===== config.mk =====
export PLATFORM = sky130hd
export DESIGN_NAME = dual_rail_tx_flat
export DESIGN_NICKNAME = d
export VERILOG_FILES = /design/src/rtl/dual_rail_tx_if.sv /design/src/rtl/dual_rail_tx.sv /design/src/flat_wrapper.sv
export SDC_FILE = /design/constraint.sdc
export NUM_CORES = 1
export LEC_CHECK = 0
export ABC_AREA = 1
export BUFFER_PORTS_ARGS = -buffer_cell sky130_fd_sc_hd__buf_4
export CORE_MARGIN = 5
export CORE_UTILIZATION = 25
export CTS_CLUSTER_DIAMETER = 100
export DETAILED_ROUTE_END_ITERATION = 10
export GPL_TIMING_DRIVEN = 0
export RECOVER_POWER = 100
export SLEW_MARGIN = 30
export SYNTH_ARGS = -nofsm -noshare
export SYNTH_HDL_FRONTEND = slang
export SYNTH_SLANG_ARGS = --single-unit
export TNS_END_PERCENT = 50

===== constraint.sdc =====
create_clock -name clk -period 2.1 [get_ports clk]
set_input_delay 0.105 -clock clk [delete_from_list [all_inputs] [get_ports clk]]
set_output_delay 0.105 -clock clk [all_outputs]
set_load 0.1 [all_outputs]

===== src/rtl/dual_rail_tx_if.sv =====
// Bundle between the clocked word source / dual-rail receiver and the transmitter.
// Handshake: a word transfers on a rising clk edge where in_valid && in_ready are both high;
// in_data must be held stable while in_valid is high and in_ready is low.
interface dual_rail_tx_if #(
    parameter int WIDTH = 16
);
    logic [WIDTH-1:0]   in_data;
    logic               in_valid;
    logic               in_ready;
    logic [2*WIDTH-1:0] dr_out;
    logic               ack_in;

    // master: the word source together with the dual-rail receiver; slave: the transmitter
    modport master (
        output in_data,
        output in_valid,
        output ack_in,
        input  in_ready,
        input  dr_out
    );

    modport slave (
        input  in_data,
        input  in_valid,
        input  ack_in,
        output in_ready,
        output dr_out
    );
endinterface


===== src/rtl/dual_rail_tx.sv =====
// Clocked initiator of a 4-phase return-to-zero dual-rail handshake: FIFO-buffered words are
// launched as registered codewords followed by spacers, paced by a synchronized ack.
module dual_rail_tx #(
    parameter int WIDTH   = 16,
    parameter int DEPTH   = 4,
    parameter int TIMEOUT = 255
) (
    input  logic                   clk,
    input  logic                   rst,
    dual_rail_tx_if.slave          bus,
    output logic                   busy,
    output logic [$clog2(DEPTH):0] count,
    output logic                   timeout_err,
    input  logic                   err_clr,
    output logic [1:0]             state_o
);
    localparam int AW = $clog2(DEPTH);
    localparam int CW = ($clog2(TIMEOUT + 1) > 8) ? $clog2(TIMEOUT + 1) : 8;
    localparam logic [CW-1:0] WAIT_MAX = CW'(TIMEOUT);
    localparam logic [AW:0]   FULL     = (AW + 1)'(DEPTH);

    typedef enum logic [1:0] {
        S_IDLE = 2'd0,
        S_DATA = 2'd1,
        S_NULL = 2'd2
    } state_e;

    state_e             state_q;
    logic [2*WIDTH-1:0] dr_q;
    logic [CW-1:0]      wait_q;
    logic               err_q;
    logic               ack_meta_q;
    logic               ack_s_q;
    logic [WIDTH-1:0]   mem_q [DEPTH];
    logic [AW-1:0]      wr_ptr_q;
    logic [AW-1:0]      rd_ptr_q;
    logic [AW:0]        count_q;
    logic [AW:0]        count_d;
    logic               push;
    logic               pop;
    logic               waiting;
    logic               timeout_hit;

    function automatic logic [2*WIDTH-1:0] encode(input logic [WIDTH-1:0] w);
        logic [2*WIDTH-1:0] r;
        r = '0;
        for (int i = 0; i < WIDTH; i++) begin
            r[2*i +: 2] = w[i] ? 2'b10 : 2'b01;
        end
        return r;
    endfunction

    // ack_in is asynchronous to clk; only the second flop feeds decisions
    always_ff @(posedge clk) begin
        if (rst) begin
            ack_meta_q <= 1'b0;
            ack_s_q    <= 1'b0;
        end else begin
            ack_meta_q <= bus.ack_in;
            ack_s_q    <= ack_meta_q;
        end
    end

    assign bus.in_ready = (count_q < FULL);
    assign push         = bus.in_valid && bus.in_ready;
    assign pop          = (state_q == S_IDLE) && (count_q != '0) && !ack_s_q;

    always_comb begin
        count_d = count_q;
        if (push && !pop) begin
            count_d = count_q + 1'b1;
        end else if (pop && !push) begin
            count_d = count_q - 1'b1;
        end
    end

    always_ff @(posedge clk) begin
        if (push) begin
            mem_q[wr_ptr_q] <= bus.in_data;
        end
    end

    always_ff @(posedge clk) begin
        if (rst) begin
            wr_ptr_q <= '0;
            rd_ptr_q <= '0;
            count_q  <= '0;
        end else begin
            if (push) begin
                wr_ptr_q <= wr_ptr_q + 1'b1;
            end
            if (pop) begin
                rd_ptr_q <= rd_ptr_q + 1'b1;
            end
            count_q <= count_d;
        end
    end

    // A phase is "waiting" while ack_s has not yet reached the level that ends it
    assign waiting     = ((state_q == S_DATA) && !ack_s_q) || ((state_q == S_NULL) && ack_s_q);
    assign timeout_hit = waiting && (wait_q == WAIT_MAX - 1'b1);

    always_ff @(posedge clk) begin
        if (rst) begin
            state_q <= S_IDLE;
            dr_q    <= '0;
            wait_q  <= '0;
            err_q   <= 1'b0;
        end else begin
            case (state_q)
                S_IDLE: begin
                    if (pop) begin
                        dr_q    <= encode(mem_q[rd_ptr_q]);
                        wait_q  <= '0;
                        state_q <= S_DATA;
                    end
                end
                S_DATA: begin
                    if (ack_s_q) begin
                        dr_q    <= '0;
                        wait_q  <= '0;
                        state_q <= S_NULL;
                    end else if (wait_q != WAIT_MAX) begin
                        wait_q <= wait_q + 1'b1;
                    end
                end
                S_NULL: begin
                    if (!ack_s_q) begin
                        state_q <= S_IDLE;
                    end else if (wait_q != WAIT_MAX) begin
                        wait_q <= wait_q + 1'b1;
                    end
                end
                default: begin
                    dr_q    <= '0;
                    state_q <= S_IDLE;
                end
            endcase

            // The protocol has no cancel, so a timeout only raises the flag
            if (timeout_hit) begin
                err_q <= 1'b1;
            end else if (err_clr) begin
                err_q <= 1'b0;
            end
        end
    end

    assign bus.dr_out  = dr_q;
    assign busy        = (state_q != S_IDLE);
    assign count       = count_q;
    assign timeout_err = err_q;
    assign state_o     = state_q;

endmodule


===== src/flat_wrapper.sv =====
// flat-port wrapper written by rule: the top's interface ports become plain ports
module dual_rail_tx_flat 
#(
    parameter int WIDTH   = 16,
    parameter int DEPTH   = 4,
    parameter int TIMEOUT = 255
)
  (clk, rst, busy, count, timeout_err, err_clr, state_o, bus_in_data, bus_in_valid, bus_ack_in, bus_in_ready, bus_dr_out);
  dual_rail_tx_if #(.WIDTH(WIDTH)) bus_i ();
  input  logic clk;
  input  logic rst;
  output logic busy;
  output logic [$clog2(DEPTH):0] count;
  output logic timeout_err;
  input  logic err_clr;
  output logic [1:0] state_o;
  input wire logic [$bits(bus_i.in_data)-1:0] bus_in_data;
  input wire logic [$bits(bus_i.in_valid)-1:0] bus_in_valid;
  input wire logic [$bits(bus_i.ack_in)-1:0] bus_ack_in;
  output wire logic [$bits(bus_i.in_ready)-1:0] bus_in_ready;
  output wire logic [$bits(bus_i.dr_out)-1:0] bus_dr_out;
  assign bus_i.in_data = bus_in_data;
  assign bus_i.in_valid = bus_in_valid;
  assign bus_i.ack_in = bus_ack_in;
  assign bus_in_ready = bus_i.in_ready;
  assign bus_dr_out = bus_i.dr_out;
  dual_rail_tx #(.WIDTH(WIDTH), .DEPTH(DEPTH), .TIMEOUT(TIMEOUT)) u_core (.clk(clk), .rst(rst), .bus(bus_i), .busy(busy), .count(count), .timeout_err(timeout_err), .err_clr(err_clr), .state_o(state_o));
endmodule

# After elaboration in Yosys (flattened, before gate mapping)
# Memories as Yosys holds them, arrays and structs flattened. A register that Yosys moved wholly into a read port is not among the register bits.
# Index checks and enable logic that the tools add are counted.
# op_classes
n_addsub,5
n_lt_le_gt_ge,1
eq_ne,8
mux,36
bitwise_logic,1
reduce_logical,21
# op_table
operator,count
$pmux 32 s3,1
$mux 32,2
$mux 2,21
$mux 8,4
$pmux 8 s3,1
$reduce_and 3->1,3
$add 8x1->8 const B,1
$eq 8x8->1 const B,1
$logic_and 1x1->1,8
$ne 8x8->1 const B,1
$mux 3,2
$ne 2x1->1 const B,3
$pmux 2 s3,1
$reduce_bool 2->1,3
$reduce_bool 3->1,2
$add 2x1->2 const B,2
$mux 1,4
$add 3x1->3 const B,1
$logic_not 1->1,3
$lt 3x3->1 const B,1
$sub 3x1->3 const B,1
$eq 2x1->1 const B,1
$eq 2x2->1 const B,1
$logic_not 2->1,1
other kinds (3),3
# totals
register_bits,52
ramBits,64
input_bits,21
mem_count,1
# mem_list
memory,depth,word_bits,read_ports,rd_clocked_by_memory_dff,write_ports,line_no,text
u_core.mem_q,4,16,1,1,1,dual_rail_tx.sv:34,logic [WIDTH-1:0] mem_q [DEPTH];

# Longest topological paths before layout
# Gate-level depths: netlist of run 1.
# logic_depth
depth_word,6
depth_mapped,13
mapped_depth_nobuf,12

# Least setup slack after synthesis of run 1
# Ideal clock, no wire load.
# synth_path
path_type,register to register
from,register u_core.count_q[2] (netlist: u_core.count[2])
to,register u_core.count_q[2] (netlist: u_core.count[2])
setup_ns,0.161
t_arrival_ns,2.960
t_required_ns,1.939
path_slack_ns,-1.021
path_stages_with_launch,11
path_buffers,0
period_less_slack_ns,3.121
cell_sequence,dfxtp_1 inv_1 nand2_1 inv_1 ha_1 inv_1 fa_1 o21ai_0 a21o_1 o21ai_0 a21oi_1
# synth_via
elab_cells_between_ends,14
classes_between,add/sub: 2; order compare: 1; mux: 2; reduce/logical: 9
# synth_rtl
element,line_no,text
"start, declared",dual_rail_tx.sv:37,logic [AW:0] count_q;
"start signal, assigned",dual_rail_tx.sv:95,count_q <= count_d;
$lt 3x3->1 (*),dual_rail_tx.sv:64,assign bus.in_ready = (count_q < FULL);
named net bus_in_ready,flat_wrapper.sv:20,output wire logic [$bits(bus_i.in_ready)-1:0] bus_in_ready;
$logic_and 1x1->1 (*),dual_rail_tx.sv:65,assign push = bus.in_valid && bus.in_ready;
named net u_core.push,dual_rail_tx.sv:39,logic push;
$logic_not 1->1,dual_rail_tx.sv:72,end else if (pop && !push) begin
$logic_and 1x1->1,dual_rail_tx.sv:72,
$reduce_bool 2->1 (no line),--,
# Mark *: on every way through the listed nets, which the timed path passes. The rest lies on a longest branch. The select of a mux whose other input is x is not followed.
# A chain may end at the register's enable or synchronous reset.

# Worst setup path after layout of run 1
# layout_path
from,register u_core.state_q[1] (netlist: u_core.state_o[1])
to,register u_core.count_q[2] (netlist: u_core.count[2])
# layout_via
elab_chain_len,6
elab_cells_between_ends,8
classes_between,mux: 1; reduce/logical: 7
# layout_lines
element,line_no,text
"start, declared",dual_rail_tx.sv:28,state_e state_q;
"start signal, assigned",dual_rail_tx.sv:105,state_q <= S_IDLE;
"start signal, assigned",dual_rail_tx.sv:115,state_q <= S_DATA;
"start signal, assigned",dual_rail_tx.sv:122,state_q <= S_NULL;
$logic_not 2->1 (*),dual_rail_tx.sv:66,assign pop = (state_q == S_IDLE) && (count_q != '0) && !ack_s_q;
$logic_and 1x1->1 (*) (2 in series),dual_rail_tx.sv:66,
$logic_not 1->1,dual_rail_tx.sv:70,if (push && !pop) begin
$logic_and 1x1->1,dual_rail_tx.sv:70,
$mux 3 / $reduce_bool 2->1 (equally long branches),--,
# Every way passes the cells marked *; elsewhere a longest branch is shown, timed or not.

==> results of run 1 <==
==> cell families after synthesis <==
kind of cell               Yosys count  share of synthesized area, %
AOI/OAI and AO/OA                   66                          7.05
and+or+nand+nor                    269                          22.9
adders and majority gates           13                          3.46
DFF                                118                          61.0
buffers and inverters               60                          5.57
==> Yosys cell counts, drive strengths merged <==
master,n,area share (%)
fa,1,0.41
o21bai,1,0.15
buf,15,2.1
inv,36,2.8
o21ai,14,1.4
a21o,1,0.15
dfxtp,54,22
nand4,1,0.13
clkbuf,9,0.69
ha,12,3.1
and3,1,0.13
nand3,55,5.7
edfxtp,64,39
nand2,170,13
or2,1,0.13
a21oi,50,5.3
nor3,2,0.20
nor2,39,3.3
==> registers in the layout (all words and copies together), names as in the netlist, named ones only <==
| name | cells |
|---|---|
| u_core.state_o | 2 |
| u_core.wr_ptr_q | 2 |
| u_core.wait_q | 8 |
| u_core.timeout_err | 1 |
| u_core.ack_s_q | 1 |
| u_core.count | 3 |
| u_core.mem_q | 64 |
| u_core.ack_meta_q | 1 |
| u_core.bus.dr_out | 32 |
| u_core.rd_ptr_q | 2 |
==> timing repair <==
item                       4_1_cts  5_1_grt
resized for setup                0        3
hold buffers                    18        0
hold endpoints to repair        66        0
setup endpoints to repair        0        3
buffers inserted                 0        2
==> path summary, 6_finish.rpt <==
| check | from | end | slack (ns) | depth (start not counted) |
|---|---|---|---|---|
| worst min register to register | u_core.ack_meta_q$_SDFF_PP0_ | u_core.ack_s_q$_SDFF_PP0_ | 0.41 | 2 |
| worst max-delay path | u_core.state_o[1]$_SDFFE_PP0P_ | u_core.count[2]$_SDFFE_PP0P_ | 0.11 | 13 |
| worst max register to register | u_core.state_o[1]$_SDFFE_PP0P_ | u_core.count[2]$_SDFFE_PP0P_ | 0.11 | 13 |
| worst min-delay path | rst | u_core.bus.dr_out[0]$_SDFFE_PP0P_ | 0.04 | 2 |
==> final cells by class <==
cell class	count	area share, %
Clock buffer	18	6.74
Clock inverter	14	2.75
Multi-Input combinational cell	348	26.1
Buffer	24	2.12
Timing Repair Buffer	83	7.56
Inverter	36	2.26
Sequential cell	118	47.3
Tap cell	265	5.20
==> stage by stage <==
stage	cell area [um2]	setup slack [ns]	hold slack (ns)	utilization, %
after global routing	6370	0.00310	0.0700	32.8
after detailed placement	5790	0.0466	0.314	29.9
after CTS	6580	0.0162	0.0405	33.9
after floorplan	4960	-0.239	0.204	-
final	6370	0.114	0.0438	32.8
after global placement	5740	-0.125	0.310	29.6
==> metal layers <==
layer | routed length [um] | track usage [%] | vias to the layer above | part of all wire, %
li1 | - | - | 1943 | -
met2 | 5810 | 18.2 | 72 | 49
met3 | 435 | 3.01 | 14 | 3.7
met1 | 5400 | 13.4 | 1687 | 46
met5 | 0 | 0 | - | 0
met4 | 179 | 4.12 | 0 | 1.5
==> results by group, run 1 <==
Route
  • Residual DRC count: 0
  • DR iter-0 viols: 187
  • DR WL/cell: 13.1 um
  • Vias: 3,716
  • Routed Antenna Nets: 0
  • WL final: 11,800 um
  • Pre-antenna DRT Iters: 5
  • Vias/cell: 4.10

Final layout
  • Final non-filler cell total: 906
  • Multi-input logic area: 1660 um2
  • P&R area growth vs syn: 29.5%
  • Antenna cells: 0
  • Number of fill cells: 2,067
  • Commonest non-fill, non-tap cell in the layout: nand2_1
  • Most frequent cells in the layout: nand2_1, edfxtp_1, nand3_1
  • Share of post-route cells with drive strength above 1: 13.9%
  • Net count reported at finish: 662
  • Register area: 3010 um2

Worst setup path
  • Slowest-stage cell, CP: dfxtp_4
  • Setup CP Type: reg2reg
  • Crit Path Max Fanout: 10
  • Crit path launch type: flip-flop
  • Crit. End Element: flip-flop
  • Delay-heaviest family, CP: adder cells
  • CP peak stage delay: 0.37 ns
  • Critical Path, Cell by Cell: inv_1 -> ha_1 -> buf_6 -> inv_8 -> nor2_4 -> nand2_4 -> ha_4 -> inv_2 -> fa_2 -> o21ai_1 -> a21o_1 -> o21ai_1 -> a21oi_1
  • Req. time, crit path: 2.44 ns
  • Crit path DAT: 2.32 ns
  • CP Buf/Inv Count: 4
  • Most used cell, CP: o21ai_1

Place
  • Cells after DPL: 854
  • Placer Congestion: 0.766
  • Hpwl dp: 8580 um
  • IO Port Bufs: 59

Timing
  • RSZ-0062 raised after global routing: false
  • Slew headroom: 16.3%
  • Tmin final: 1.99 ns
  • Worst Skew: 0.00791 ns
  • Post-Route Setup TNS: 0 ns
  • Final Cycle Share: 94.6%
  • Pins Over Slew Limit: 0
  • Setup-failing EPs final: 0
  • Worst-margin pin slew: 1.26 ns
  • Final Hold Fails: 0
  • Max frequency: 504 MHz

Floorplan
  • Die Y: 150 um
  • Core ar.: 19,400 um2
  • Starting Density: 25.4%
  • Die width: 150 um
  • Die area: 22,600 um2
  • Ports: 61
  • Row Count: 51

Logic synthesis
  • Register area share after synthesis: 61.0%
  • Syn Area/Cell: 9.35 um2
  • Yosys warnings: 0
  • Post-Syn Nets: 560
  • Post-synthesis instance total: 526
  • Mapped cell area: 4920 um2
  • Flop and latch count out of synthesis: 118
  • Synth unique cells: 27

Clocking
  • Root Driver: clkbuf_16
  • H-tree levels: 4
  • CTS Buf Count: 17
  • Sink Count: 118
  • Worst-Skew Late Latency: 0.41 ns
  • Clock transition at path regs: 0.06 ns
  • CTS tree: built
  • Max Root-Sink Buffers: 2

Global route
  • Largest net degree at the start of global routing: 17
  • Vias in the first global route: 3,546
  • Total grt overflow: 0
  • Antenna violations before repair: 0
  • GRT Resource Usage Total: 10.9%
  • First-pass GRT wire length: 18,800 um

Hold path
  • Min-Delay Path Class: in2reg

Outcome
  • Status: complete, no violations

Flow run
  • Max-cap violation count: 0
Power of run 1 is not shown: default switching activity piles up to over one toggle a cycle in this logic, so the estimate is an artifact.
==> inputs of run 2 (changes only) <==
Settings changed: PLACE_DENSITY set to 0.43.
==> run 2 against run 1 <==
Net effect: register-to-register slack barely moved; sequential share of layout area fell by 0.22 points; worst setup slack improved by 0.011 ns; fmax rose by 0.56%; critical path depth fell by 2; utilization rose by 0.11 points; final area rose by 0.33%; die area did not move; flip-flop and latch count did not move; critical endpoint is now u_core.bus.dr_out[26]$_SDFFE_PP0P_.
==> results by group, run 2 (synthesis results as in run 1) <==
Outcome
  • Status: complete, no violations

Final layout
  • Net count reported at finish: 658
  • Number of fill cells: 2,066
  • P&R area growth vs syn: 29.9%
  • Register area: 3010 um2
  • Top reg by flops: u_core.mem_q
  • Final Util: 33.0%
  • Commonest non-fill, non-tap cell in the layout: nand2_1
  • Multi-input logic area: 1680 um2
  • Share of post-route cells with drive strength above 1: 13.8%
  • Most frequent cells in the layout: nand2_1, edfxtp_1, clkbuf_1
  • Antenna cells: 0
  • Max FFs per register: 64

Floorplan
  • Core ar.: 19,400 um2
  • Die Y: 150 um
  • Row Count: 51
  • Starting Density: 25.4%
  • Die area: 22,600 um2
  • Ports: 61
  • Die width: 150 um

Timing
  • Slew headroom: 20.7%
  • Worst-margin pin slew: 1.19 ns
  • Max frequency: 506 MHz
  • Worst Skew: 0.0131 ns
  • RSZ-0062 raised after global routing: false
  • Pins Over Slew Limit: 0
  • Tmin final: 1.97 ns
  • Final Cycle Share: 94.0%
  • Setup-failing EPs final: 0
  • Final Hold Fails: 0

Clocking
  • CTS tree: built
  • Root Driver: clkbuf_16
  • H-tree levels: 4
  • Sink Count: 118
  • Clock transition at path regs: 0.06 ns
  • Worst-Skew Late Latency: 0.42 ns
  • Max Root-Sink Buffers: 2
  • CTS Buf Count: 17

Global route
  • Vias in the first global route: 3,530
  • Antenna violations before repair: 0
  • Total grt overflow: 0
  • First-pass GRT wire length: 20,100 um
  • GRT Resource Usage Total: 11.9%
  • Largest net degree at the start of global routing: 17

Route
  • DR iter-0 viols: 226
  • Routed Antenna Nets: 0
  • Vias/cell: 4.14
  • Pre-antenna DRT Iters: 4
  • DR WL/cell: 14.4 um
  • Residual DRC count: 0
  • WL final: 13,000 um
  • Vias: 3,738

Worst setup path
  • Cells on worst reg2reg path: 11
  • Crit Path Max Fanout: 10
  • Crit path DAT: 2.30 ns
  • Worst r2r src: u_core.state_o[0]$_SDFFE_PP0P_
  • Crit path launch type: flip-flop
  • Req. time, crit path: 2.43 ns
  • Setup CP Type: reg2reg
  • Worst r2r dst: u_core.bus.dr_out[26]$_SDFFE_PP0P_
  • Crit. End Element: flip-flop
  • Worst reg2reg setup slack: 0.13 ns

Hold path
  • Min-Delay Path Class: in2reg
  • WHS Endpoint: u_core.wr_ptr_q[1]$_SDFFE_PP0P_
  • Min-delay src: bus_in_valid
  • WHS Path Cells: 3

Flow run
  • Max-cap violation count: 0

Place
  • Hpwl dp: 8890 um
  • Placer Congestion: 0.772
  • IO Port Bufs: 59
==> run 2: changes by cell type in the layout (fill, tap and decap cells not counted), moves of 2 or more <==
cell / change
clkinv_4: -2
buf_6: -2
clkbuf_2: -6
clkbuf_1: +2
nand2_1: -2
==> run 2: routing by layer <==
layer | wire length (um) | vias to the layer above | track usage [%] | part of all wire (%)
met5 | 0 | - | 0 | 0
met2 | 6350 | 60 | 19.2 | 49
met1 | 5980 | 1723 | 15.2 | 46
li1 | - | 1942 | - | -
met3 | 445 | 13 | 3.04 | 3.4
met4 | 184 | 0 | 4.67 | 1.4
==> run 2: through the flow <==
step | area, um2 | hold WS, ns | worst slack, ns | setup TNS (ns) | std cells
final | 6390 | 0.0589 | 0.125 | 0 | 902
after global routing | 6390 | 0.0669 | 0.00239 | 0 | 902
after CTS | 6570 | 0.0719 | 0.00141 | 0 | 900
after detailed placement | 5770 | 0.310 | 0.0154 | 0 | 850
after global placement | 5740 | 0.306 | -0.217 | -12.55 | 850
after floorplan | 4960 | 0.204 | -0.239 | -1.22 | 526
==> run 2: final cells by class <==
class                           count  share of cell area (%)
Multi-Input combinational cell    348                    26.3
Buffer                             24                    2.29
Inverter                           36                    2.41
Clock buffer                       18                    6.71
Sequential cell                   118                    47.1
Timing Repair Buffer               79                    6.93
Clock inverter                     14                    3.07
Tap cell                          265                    5.19
==> run 2: worst max path at each step <==
stage                                         start                            endpoint  slack [ns]  depth (start not counted)
CTS                  u_core.state_o[0]$_SDFFE_PP0P_        u_core.count[2]$_SDFFE_PP0P_       0.001                         13
global route         u_core.state_o[0]$_SDFFE_PP0P_  u_core.bus.dr_out[14]$_SDFFE_PP0P_       0.002                         11
detailed placement   u_core.state_o[0]$_SDFFE_PP0P_        u_core.count[2]$_SDFFE_PP0P_        0.02                         13
global placement    u_core.wr_ptr_q[1]$_SDFFE_PP0P_        u_core.mem_q[1][8]$_DFFE_PP_       -0.22                          4
floorplan              u_core.count[2]$_SDFFE_PP0P_        u_core.count[2]$_SDFFE_PP0P_       -0.24                         10
finish               u_core.state_o[0]$_SDFFE_PP0P_  u_core.bus.dr_out[26]$_SDFFE_PP0P_        0.13                         11
==> run 2: what timing repair did <==
item / CTS / global route
hold buffers: 18 / 0
endpoints found under the setup margin: 1 / 3
resized for setup: 1 / 10
pin swaps: 0 / 2
hold endpoints to repair: 66 / 0
buffers inserted: 0 / 2
==> run 2: critical path, stage by stage (launching register included) <==
cell and delay [ns]:
dfxtp_4 0.36, inv_4 0.08, ha_4 0.14, buf_12 0.13, clkinv_8 0.07, nor2_4 0.11, nand2_4 0.08, buf_4 0.15
a21oi_2 0.34, buf_6 0.20, nand3_1 0.07, a21oi_1 0.15
Power of run 2 is left out for the same reason.
==> inputs of run 3 (changes only) <==
Settings changed: CORE_UTILIZATION 25 to 30, PLACE_DENSITY 0.43 to 0.49.
==> run 3 against run 2 <==
Net effect: critical path type unchanged; highest routed layer unchanged; clock skew shrank 0.0053 ns; worst setup slack lost 0.0041 ns; sequential share of layout area grew 0.44 points; register-to-register slack is essentially flat; critical endpoint is now u_core.count[2]$_SDFFE_PP0P_.
==> results by group, run 3 (synthesis results as in run 1) <==
Timing
  • Worst Skew: 0.00781 ns
  • Pins Over Slew Limit: 0
  • Final Cycle Share: 94.2%
  • RSZ-0062 raised after global routing: false
  • Final Hold Fails: 0
  • Max frequency: 505 MHz
  • Slew headroom: 20.7%
  • Setup-failing EPs final: 0
  • Final worst slack: 0.121 ns
  • Tmin final: 1.98 ns
  • Worst-margin pin slew: 1.20 ns

Final layout
  • P&R area growth vs syn: 28.9%
  • Commonest non-fill, non-tap cell in the layout: nand2_1
  • Antenna cells: 0
  • Top reg by flops: u_core.mem_q
  • Net count reported at finish: 661
  • Share of post-route cells with drive strength above 1: 13.3%
  • Most frequent cells in the layout: nand2_1, edfxtp_1, clkbuf_1
  • Final non-filler cell total: 856
  • Final Cell Area: 6340 um2
  • Max FFs per register: 64

Place
  • Placer Congestion: 0.768
  • IO Port Bufs: 59
  • Placed Area: 5700 um2
  • Cells after DPL: 801
  • Hpwl dp: 8480 um
  • Dpl ws: 0.0139 ns

Floorplan
  • Die Y: 138 um
  • Core ar.: 16,000 um2
  • Die area: 19,100 um2
  • Ports: 61
  • Row Count: 46
  • Starting Density: 30.7%
  • Die width: 138 um

Route
  • Routed Antenna Nets: 0
  • DR WL/cell: 14.2 um
  • Pre-antenna DRT Iters: 4
  • Vias/cell: 4.43
  • Residual DRC count: 0
  • Vias: 3,789
  • DR iter-0 viols: 192
  • WL final: 12,200 um

Clocking
  • Root Driver: clkbuf_16
  • Clock transition at path regs: 0.06 ns
  • Sink Count: 118
  • CTS tree: built
  • Worst-Skew Late Latency: 0.41 ns
  • CTS Buf Count: 17
  • Max Root-Sink Buffers: 2
  • H-tree levels: 4

Global route
  • GRT Resource Usage Total: 12.9%
  • First-pass GRT wire length: 19,500 um
  • Antenna violations before repair: 0
  • Vias in the first global route: 3,649
  • Total grt overflow: 0
  • Largest net degree at the start of global routing: 17

Outcome
  • Status: complete, no violations

Worst setup path
  • Crit path launch type: flip-flop
  • Crit. End Element: flip-flop
  • Crit path DAT: 2.31 ns
  • Crit Path Max Fanout: 9
  • Setup CP Type: reg2reg
  • Req. time, crit path: 2.43 ns

Flow run
  • Max-cap violation count: 0

Hold path
  • Min-Delay Path Class: in2reg
[run 3: cell count changes in the layout (fill, tap and decap cells not counted), moves of 2 or more]
cell and change:
inv_6 -2, nor2_4 +4, clkbuf_1 +2, nor2_2 -4
clkinv_4 +2, clkbuf_2 -3
[run 3: metal layers]
layer | vias to the layer above | part of all wire, % | routed length, um | track usage, %
li1 | 1944 | - | - | -
met1 | 1766 | 45 | 5460 | 15.7
met2 | 72 | 50 | 6140 | 22.0
met3 | 7 | 3.9 | 480 | 3.45
met4 | 0 | 0.93 | 114 | 4.84
met5 | - | 0 | 0 | 0
[run 3: final timing paths]
| kind | startpoint | end | slack, ns | cells after the start |
|---|---|---|---|---|
| setup reg to reg | u_core.state_o[1]$_SDFFE_PP0P_ | u_core.count[2]$_SDFFE_PP0P_ | 0.12 | 13 |
| hold reg to reg | u_core.ack_meta_q$_SDFF_PP0_ | u_core.ack_s_q$_SDFF_PP0_ | 0.41 | 2 |
| setup / recovery | u_core.state_o[1]$_SDFFE_PP0P_ | u_core.count[2]$_SDFFE_PP0P_ | 0.12 | 13 |
| hold / removal | rst | u_core.bus.dr_out[0]$_SDFFE_PP0P_ | 0.11 | 2 |
[run 3: critical path: stages (launching register included)]
cell and delay (ns):
dfxtp_4 0.36, inv_1 0.07, ha_2 0.18, buf_6 0.14, inv_8 0.08, nor2_4 0.04
nand2_4 0.11, ha_4 0.14, inv_2 0.04, fa_2 0.33, o21ai_1 0.13, a21o_1 0.11
o21ai_1 0.06, a21oi_1 0.12
[run 3: final cells by class]
| class | instances | area, um2 |
|---|---|---|
| inverter | 36 | 146 |
| fill | 1677 | 9660 |
| tap | 216 | 270 |
| buffer | 24 | 135 |
| clock buffer | 17 | 425 |
| clock inverter | 15 | 204 |
| timing repair buffer | 82 | 458 |
| multi-input combinational | 348 | 1690 |
| sequential | 118 | 3010 |
[run 3: repair_timing]
action,in CTS,in global routing
resized for setup,1,3
setup endpoints to repair,1,2
hold buffers,18,0
endpoints found under the hold margin,66,0
buffers inserted,0,5
pin swaps,0,1
[run 3: stage by stage]
stage,TNS [ns],hold WS [ns],util (%)
2_1_floorplan,-1.22,0.204,-
3_3_place_gp,-12.67,0.304,35.5
3_5_place_dp,0,0.308,35.7
4_1_cts,0,0.0866,40.7
5_1_grt,0,0.105,39.6
6_report,0,0.105,39.6
Power of run 3 is left out for the same reason.
